==> config.mk <==
export PLATFORM = sky130hd
export DESIGN_NAME = alu_ctrl_pipe
export DESIGN_NICKNAME = d
export VERILOG_FILES = /design/src/rtl/alu_ctrl_pipe.sv
export SDC_FILE = /design/constraint.sdc
export NUM_CORES = 1
export LEC_CHECK = 0
export BUFFER_PORTS_ARGS = -buffer_cell sky130_fd_sc_hd__buf_4
export CELL_PAD_IN_SITES_DETAIL_PLACEMENT = 0
export CELL_PAD_IN_SITES_GLOBAL_PLACEMENT = 2
export CORE_AREA = 2 2 62 64
export DETAILED_ROUTE_END_ITERATION = 10
export DIE_AREA = 0 0 64 66
export GPL_TIMING_DRIVEN = 0
export PLACE_DENSITY_LB_ADDON = 0.1
export SETUP_SLACK_MARGIN = 0.02
export SYNTH_ARGS = -nofsm -noshare
export SYNTH_HDL_FRONTEND = slang
export SYNTH_SLANG_ARGS = --single-unit
==> constraint.sdc <==
create_clock -name Clock -period 2.3 [get_ports Clock]
set_input_delay 0.345 -clock Clock [delete_from_list [all_inputs] [get_ports Clock]]
set_output_delay 0.345 -clock Clock [all_outputs]
set_load 0.005 [all_outputs]
==> src/rtl/alu_ctrl_pipe.sv <==
// Registered, handshaked ALU control decoder between ID and EX; shift (and MUL) ops occupy EX for SHIFT_CYCLES.
// Optional MUL decode (ALUOp 10, Funct 11, opc 0001) is enabled by defining ALU_CTRL_MUL_EN.
module alu_ctrl_pipe #(
  parameter int unsigned OPCODE_W     = 4,
  parameter int unsigned SHIFT_CYCLES = 2,
  parameter int unsigned ERR_CNT_W    = 8
) (
  input  logic                 Clock,
  input  logic                 Reset_n,
  input  logic                 in_valid,
  output logic                 in_ready,
  input  logic [1:0]           ALUOp,
  input  logic [1:0]           Funct,
  input  logic [OPCODE_W-1:0]  opcode,
  input  logic                 flush,
  output logic                 out_valid,
  input  logic                 out_ready,
  output logic [3:0]           Operacioni,
  output logic                 is_shift,
  output logic                 illegal,
  output logic [ERR_CNT_W-1:0] err_count
);

  localparam int unsigned CNT_W = (SHIFT_CYCLES > 1) ? $clog2(SHIFT_CYCLES + 1) : 1;
  localparam logic [CNT_W-1:0] CNT_LOAD = CNT_W'(SHIFT_CYCLES - 1);
  localparam bit MULTI_EN = (SHIFT_CYCLES > 1);

  typedef enum logic [1:0] {EMPTY, BUSY, FULL} state_t;

  typedef struct packed {
    logic [3:0] op;
    logic       shift;
    logic       illegal;
    logic       multi;
  } dec_t;

  state_t     state, state_n;
  logic [CNT_W-1:0] cnt, cnt_n;
  logic       load;
  logic       accept;
  logic       hi_zero;
  logic [3:0] opc;
  dec_t       dec;

  // Opcode bits above [3] must be zero for any opcode-qualified match.
  assign hi_zero = ((opcode >> 4) == '0);
  assign opc     = opcode[3:0];

  // Decode table; anything unmatched falls through as illegal with op 0000.
  always_comb begin
    dec = '{op: 4'b0000, shift: 1'b0, illegal: 1'b1, multi: 1'b0};
    case (ALUOp)
      2'b00: dec = '{op: 4'b0100, shift: 1'b0, illegal: 1'b0, multi: 1'b0};
      2'b01: dec = '{op: 4'b1100, shift: 1'b0, illegal: 1'b0, multi: 1'b0};
      2'b10: begin
        case (Funct)
          2'b00: begin
            if (hi_zero && opc == 4'b0000)
              dec = '{op: 4'b0000, shift: 1'b0, illegal: 1'b0, multi: 1'b0};
            else if (hi_zero && opc == 4'b0001)
              dec = '{op: 4'b0100, shift: 1'b0, illegal: 1'b0, multi: 1'b0};
          end
          2'b01: begin
            if (hi_zero && opc == 4'b0000)
              dec = '{op: 4'b0010, shift: 1'b0, illegal: 1'b0, multi: 1'b0};
            else if (hi_zero && opc == 4'b0001)
              dec = '{op: 4'b1100, shift: 1'b0, illegal: 1'b0, multi: 1'b0};
          end
          2'b10: dec = '{op: 4'b0011, shift: 1'b0, illegal: 1'b0, multi: 1'b0};
          default: begin
`ifdef ALU_CTRL_MUL_EN
            if (hi_zero && opc == 4'b0001)
              dec = '{op: 4'b1000, shift: 1'b0, illegal: 1'b0, multi: 1'b1};
`endif
          end
        endcase
      end
      default: begin
        if (hi_zero && opc == 4'b1001)
          dec = '{op: 4'b0100, shift: 1'b0, illegal: 1'b0, multi: 1'b0};
        else if (hi_zero && opc == 4'b1010)
          dec = '{op: 4'b1101, shift: 1'b0, illegal: 1'b0, multi: 1'b0};
        else if (hi_zero && opc == 4'b1011)
          dec = '{op: 4'b0001, shift: 1'b0, illegal: 1'b0, multi: 1'b0};
        else if (hi_zero && opc == 4'b0010 && Funct == 2'b00)
          dec = '{op: 4'b0110, shift: 1'b1, illegal: 1'b0, multi: 1'b1};
        else if (hi_zero && opc == 4'b0010 && Funct == 2'b01)
          dec = '{op: 4'b0111, shift: 1'b1, illegal: 1'b0, multi: 1'b1};
      end
    endcase
  end

  // Flush blocks acceptance so a squashed request never enters the stage.
  assign in_ready = !flush && ((state == EMPTY) || (state == FULL && out_ready));
  assign accept   = in_valid && in_ready;

  // Next-state logic
  always_comb begin
    state_n = state;
    cnt_n   = cnt;
    load    = 1'b0;
    if (flush) begin
      state_n = EMPTY;
    end else begin
      case (state)
        EMPTY: begin
          if (accept) load = 1'b1;
        end
        BUSY: begin
          cnt_n = cnt - CNT_W'(1);
          if (cnt <= CNT_W'(1)) state_n = FULL;
        end
        FULL: begin
          if (out_ready) begin
            if (accept) load = 1'b1;
            else        state_n = EMPTY;
          end
        end
        default: state_n = EMPTY;
      endcase
      if (load) begin
        if (dec.multi && MULTI_EN) begin
          state_n = BUSY;
          cnt_n   = CNT_LOAD;
        end else begin
          state_n = FULL;
        end
      end
    end
  end

  // State, held operation and saturating illegal counter
  always_ff @(posedge Clock or negedge Reset_n) begin
    if (!Reset_n) begin
      state      <= EMPTY;
      cnt        <= '0;
      out_valid  <= 1'b0;
      Operacioni <= 4'b0000;
      is_shift   <= 1'b0;
      illegal    <= 1'b0;
      err_count  <= '0;
    end else begin
      state     <= state_n;
      cnt       <= cnt_n;
      out_valid <= (state_n == FULL);
      if (load) begin
        Operacioni <= dec.op;
        is_shift   <= dec.shift;
        illegal    <= dec.illegal;
        if (dec.illegal && (err_count != '1))
          err_count <= err_count + ERR_CNT_W'(1);
      end
    end
  end

endmodule

==> results.py, run 1 <==
metrics = {
    "timing": {
        "worst_pin_slew_ps": 449,
        "setup_viol": 0,
        "slew_violations": 0,
        "fin_crit_ps": 1800,
        "fin_skew_ps": 6.53,
        "rsz0062_at_grt": "no",
        "tns_ps": 0,
        "fmax_ghz": 0.556,
        "finalCritPeriodShare": 0.782,
        "finalHoldViolCount": 0,
        "setup_slack_ps": 501,
        "maxSlewHeadroom": 0.700,
    },
    "floorplanning": {
        "die_area_sq_mm": 0.00422,
        "core.rowCount": 22,
        "core_sq_mm": 0.00355,
        "die_w_microns": 64,
        "die_height_microns": 66,
        "start_util": 0.303,
        "ios": 29,
    },
    "job": {
        "maxCapViolCount": 0,
    },
    "routing": {
        "ant_nets": 0,
        "vias": 918,
        "wl_microns": 2430,
        "vias_per_cell": 4.81,
        "drt_pass1_iterations": 4,
        "wl_per_cell_microns": 12.7,
        "drtIter0Drc": 45,
        "drc_errors": 0,
    },
    "synthesis": {
        "syn-num-nets": 126,
        "ys_ff_latch": 19,
        "synthCells": 111,
        "seq_area_frac_synth": 0.441,
        "synth-edff-count": 0,
        "syn_area_per_cell_sq_um": 9.71,
        "synthDistinctLibCells": 37,
        "synth_area_sq_mm": 0.00108,
        "synth.top_cell.area_share": 0.441,
        "synth_top_cells_by_area": "dfrtp_1, xnor2_1, nand3_1, and3_1, nand2b_1",
        "async_flop_share": 1.00,
        "yosys_warnings": 0,
        "synth_flop_cell": "dfrtp_1",
        "synth_top_area_cell": "dfrtp_1",
    },
    "hold_path": {
        "hold_start": "flush",
        "hold_class": "in2reg",
    },
    "global_route": {
        "grt_max_degree": 20,
        "grt_pass1_wl_microns": 4270,
        "grt_pass1_vias": 931,
        "grt_antenna_before_repair": 0,
        "grt_overflow": 0,
        "grt.total_usage": 0.128,
    },
    "setup_path": {
        "worstRegToRegCells": 4,
        "critPathArrivalTime_ps": 1990,
        "crit_path_start": "state[1]$_DFF_PN0_",
        "path_class": "reg2reg",
        "r2r_start": "state[1]$_DFF_PN0_",
        "crit_path_end_kind": "flip-flop",
        "crit_path_end": "err_count[1]$_DFFE_PN0P_",
        "crit_fanout": 9,
        "cp-start-kind": "flip-flop",
        "reg2reg_setup_slack_ps": 500,
        "cp_data_required_time_ps": 2490,
        "r2r_end": "err_count[1]$_DFFE_PN0P_",
    },
    "cts": {
        "clock_latency_ps": 290,
        "clkSinkCount": 19,
        "clk_pin_slew_worst_paths_ps": 120,
        "cts_made_buffers": 3,
        "tritoncts": "yes",
        "cts_setup_buffers": 0,
        "root_buffer": "clkbuf_4",
        "cts_resized": 0,
        "clock_path_buffers": 2,
        "postCtsHoldBufs": 1,
        "htree_num_levels": 1,
    },
    "pwr": {
        "pwr-share-clk": 0.191,
        "intPower_uw": 614,
        "vdd_drop_max_v": 0.000355,
        "switching_share": 0.318,
        "seq_power_share": 0.511,
        "comb_power_share": 0.299,
        "p_sw_uw": 286,
        "powerDensity_mw_per_mm2": 653,
        "p_leak_uw": 0.000651,
    },
    "placement": {
        "hpwl_microns": 1890,
        "port-buffer-count": 27,
        "pre_cts_ws_ps": 425,
        "gp_congestion": 0.782,
    },
    "layout": {
        "area_growth_pct": 27.9,
        "finalNetCount": 159,
        "final_cell_mix": "buf_4, dfrtp_1, nand3_1",
        "diodes": 0,
        "drive_gt1_frac": 0.273,
        "layout_commonest_cell": "buf_4",
        "fillers": 369,
    },
    "outcome": {
        "status": "complete, no violations",
    },
}
==> synth_stat cells, types with 2 or more instances <==
| cell | n |
|---|---|
| o21ai_0 | 6 |
| inv_1 | 6 |
| nor3_1 | 2 |
| a21oi_1 | 5 |
| nor2_1 | 7 |
| nand2_1 | 8 |
| xnor2_1 | 8 |
| ha_1 | 2 |
| or3_1 | 2 |
| dfrtp_1 | 19 |
| nand2b_1 | 6 |
| nand3_1 | 9 |
| and3_1 | 7 |
==> per-layer routing <==
metal / GRT usage / routed length, microns / up-vias
li1: - / - / 463
met1: 0.151 / 1110 / 439
met2: 0.236 / 1210 / 14
met4: 0.0408 / 21 / 0
met3: 0.0221 / 92 / 2
met5: 0 / 0 / -
==> kinds of logic (layout without fill, tap and decap cells) <==
kind of cell | Yosys count | in the layout | synth area share
and+or+nand+nor | 48 | 48 | 0.242
xor gates and xnor gates | 8 | 8 | 0.0650
AOI/OAI and AO/OA | 24 | 24 | 0.175
buffers and inverters | 8 | 40 | 0.0290
DFF | 19 | 19 | 0.441
muxes | 2 | 2 | 0.0244
adders and majority gates | 2 | 2 | 0.0232
==> layout make-up <==
type                       instances  area, sq um  share of cell area
multi-input combinational         84          571               0.414
inverter                           6         22.5              0.0163
timing repair buffer              28          213               0.154
tap                               48         60.1              0.0436
clock inverter                     1         5.00             0.00363
clock buffer                       3         22.5              0.0163
buffer                             2         8.76             0.00636
sequential                        19          475               0.345
==> critical path, cell delays in order (launching register included) <==
cell,delay (ps)
dfrtp_1,460
a2111o_4,540
a31oi_4,300
nand2_4,90
mux2_4,310
==> metrics by stage <==
step	hold slack [ps]	utilization	cells	total power (uW)	area, sq um
final	234	0.388	191	900	1380
after detailed placement	239	0.377	186	741	1340
after floorplan	49.4	-	111	590	1080
after CTS	219	0.388	191	919	1380
after global placement	237	0.377	186	735	1340
after global routing	219	0.388	191	978	1380
==> flip-flops by register name (all words and copies together), names as in the netlist <==
signal,count
cnt,2
state,2
illegal,1
out_valid,1
Operacioni,4
is_shift,1
err_count,8
==> how the worst min path moves through the flow <==
stage | slack (ps) | cells after the start | to
2_1_floorplan | 50 | 0 | Operacioni[0]$_DFFE_PN0P_
3_3_place_gp | 240 | 1 | err_count[0]$_DFFE_PN0P_
3_5_place_dp | 240 | 1 | err_count[0]$_DFFE_PN0P_
4_1_cts | 220 | 2 | state[0]$_DFF_PN0_
5_1_grt | 220 | 2 | state[0]$_DFF_PN0_
6_report | 230 | 2 | state[0]$_DFF_PN0_
==> power groups by stage <==
stage,combinational [uW],sequential (uW),clock [uW]
2_1_floorplan,130,459,0
3_3_place_gp,267,468,0
3_5_place_dp,272,468,0
4_1_cts,276,461,182
5_1_grt,305,475,197
6_report,269,460,172
(Power assumes the default switching activity.)
==> run 2: changes to the inputs <==
Settings changed: ABC_AREA set to 1, CORE_AREA 2 2 62 64 to 2 2 72 74, DIE_AREA 0 0 64 66 to 0 0 74 76.
Clock period 2.3 ns to 1.6 ns, I/O delays scaled along.
==> results.py, run 2 <==
metrics = {
    "setup_path": {
        "crit_path_start": "err_count[0]$_DFFE_PN0P_",
        "crit_path_end_kind": "flip-flop",
        "path_class": "reg2reg",
        "crit_fanout": 9,
        "cp-start-kind": "flip-flop",
        "critPathArrivalTime_ps": 1550,
        "cp_data_required_time_ps": 1750,
        "r2r_end": "err_count[3]$_DFFE_PN0P_",
        "r2r_start": "err_count[0]$_DFFE_PN0P_",
        "worstRegToRegCells": 5,
        "reg2reg_setup_slack_ps": 200,
    },
    "floorplanning": {
        "core_sq_mm": 0.00491,
        "ios": 29,
        "die_w_microns": 74,
        "start_util": 0.261,
        "die_height_microns": 76,
        "die_area_sq_mm": 0.00562,
        "core.rowCount": 26,
    },
    "cts": {
        "htree_num_levels": 1,
        "root_buffer": "clkbuf_8",
        "cts_made_buffers": 3,
        "clock_latency_ps": 260,
        "tritoncts": "yes",
        "clock_path_buffers": 2,
        "cts_resized": 0,
        "clkSinkCount": 19,
        "cts_setup_buffers": 0,
        "clk_pin_slew_worst_paths_ps": 80,
    },
    "global_route": {
        "met3_usage": 0.0198,
        "met1_usage": 0.163,
        "top_usage_layer": "met2",
        "grt.total_usage": 0.120,
        "grt_antenna_before_repair": 0,
        "grt_pass1_wl_microns": 5240,
        "use_met2": 0.196,
        "grt_overflow": 0,
        "grt_max_degree": 20,
        "grt_pass1_vias": 1119,
    },
    "layout": {
        "layout_commonest_cell": "nand2_1",
        "drive_gt1_frac": 0.315,
        "finalNetCount": 213,
        "area_growth_pct": 27.6,
        "diodes": 0,
        "largestRegisters": "err_count (8), Operacioni (4)",
        "stdcell_area_sq_mm": 0.00164,
        "regMostFlops": "err_count",
        "largest_reg_flops": 8,
        "final_cell_mix": "nand2_1, buf_4, dfrtp_1",
    },
    "routing": {
        "wl_per_cell_microns": 11.7,
        "drt_pass1_iterations": 6,
        "vias_per_cell": 4.34,
        "drtIter0Drc": 50,
        "ant_nets": 0,
        "drc_errors": 0,
        "vias": 1158,
        "wl_microns": 3120,
    },
    "hold_path": {
        "min_to": "state[0]$_DFF_PN0_",
        "hold_start": "flush",
        "min_path_cells": 2,
        "hold_class": "in2reg",
    },
    "synthesis": {
        "synthCells": 164,
        "synth_area_sq_mm": 0.00128,
        "seq_area_frac_synth": 0.371,
        "synth-edff-count": 0,
        "ys_ff_latch": 19,
        "synth_flop_cell": "dfrtp_1",
        "syn_area_per_cell_sq_um": 7.81,
        "post-synth-top-count-cell": "nand2_1",
        "synth_top_cells_by_area": "dfrtp_1, nand2_1, nand4_1, inv_1, nand3_1",
        "syn-num-nets": 179,
        "synth_top_area_cell": "dfrtp_1",
        "synthDistinctLibCells": 30,
        "synth.top_cell.area_share": 0.371,
        "async_flop_share": 1.00,
        "synthTopCellsByCount": "nand2_1, dfrtp_1, inv_1, nand4_1, nand3_1",
        "yosys_warnings": 0,
    },
    "timing": {
        "rsz0062_at_grt": "no",
        "finalCritPeriodShare": 0.874,
        "maxSlewHeadroom": 0.811,
        "fin_skew_ps": 1.69,
        "slew_violations": 0,
        "fin_crit_ps": 1400,
        "setup_viol": 0,
        "tns_ps": 0,
        "worst_pin_slew_ps": 282,
        "finalHoldViolCount": 0,
        "fmax_ghz": 0.715,
    },
    "outcome": {
        "status": "complete, no violations",
    },
    "placement": {
        "port-buffer-count": 28,
        "place_area_sq_mm": 0.00158,
        "gp_congestion": 0.734,
        "hpwl_microns": 2380,
    },
    "pwr": {
        "vdd_drop_max_v": 0.000406,
        "p_leak_uw": 0.000822,
        "powerDensity_mw_per_mm2": 859,
    },
    "job": {
        "maxCapViolCount": 0,
    },
}
run 2: worst max path at each step:
stage	end	slack [ps]	cells after the start
after floorplan	out_valid$_DFF_PN0_	370	6
after global placement	err_count[5]$_DFFE_PN0P_	200	5
after detailed placement	err_count[3]$_DFFE_PN0P_	190	5
after CTS	err_count[3]$_DFFE_PN0P_	170	5
after global routing	err_count[4]$_DFFE_PN0P_	80	5
final	err_count[3]$_DFFE_PN0P_	200	5
run 2: per-stage QoR:
step           cells  setup WS, ps  hold WS [ps]   util  total power [uW]
6_report         267           201           147  0.333              1400
5_1_grt          267          78.3           141  0.333              1510
4_1_cts          267           173           136  0.333              1430
3_5_place_dp     262           189           148  0.321              1070
3_3_place_gp     262           204           145  0.321              1060
2_1_floorplan    164           371         -55.6      -               858
run 2: final cells by class:
class / instances / area (sq um)
tap: 70 / 87.6
clock buffer: 3 / 41.3
clock inverter: 1 / 5.00
sequential: 19 / 475
multi-input combinational: 120 / 709
inverter: 25 / 96.3
fill: 515 / 3280
timing repair buffer: 29 / 220
run 2: power by group:
part	internal, uW	switching [uW]
combinational	202	213
sequential	557	86.5
clock	173	172
total	932	472
run 2: kinds of logic (layout without fill, tap and decap cells):
group / Yosys count / after routing / share of synthesized area
DFF: 19 / 19 / 0.371
AOI/OAI and AO/OA: 14 / 14 / 0.0762
adders and majority gates: 2 / 2 / 0.0195
xor gates and xnor gates: 3 / 3 / 0.0205
and+or+nand+nor: 101 / 101 / 0.437
buffers and inverters: 25 / 58 / 0.0752
run 2: metal layers:
| metal | share of wire | vias up |
|---|---|---|
| met5 | 0 | - |
| met4 | 0.0080 | 0 |
| met3 | 0.038 | 4 |
| met2 | 0.49 | 23 |
| met1 | 0.47 | 537 |
| li1 | - | 594 |
run 2: critical path, cell delays in order (launching register included):
cell	delay, ps
dfrtp_1	450
ha_1	320
nand3_4	180
nand4_4	190
nand2_1	100
nand2_1	50
run 2: timing repair:
action / 4_1_cts / 5_1_grt
endpoints found under the setup margin: 0 / 0
hold endpoints to repair: 19 / 0
hold buffers: 1 / 0
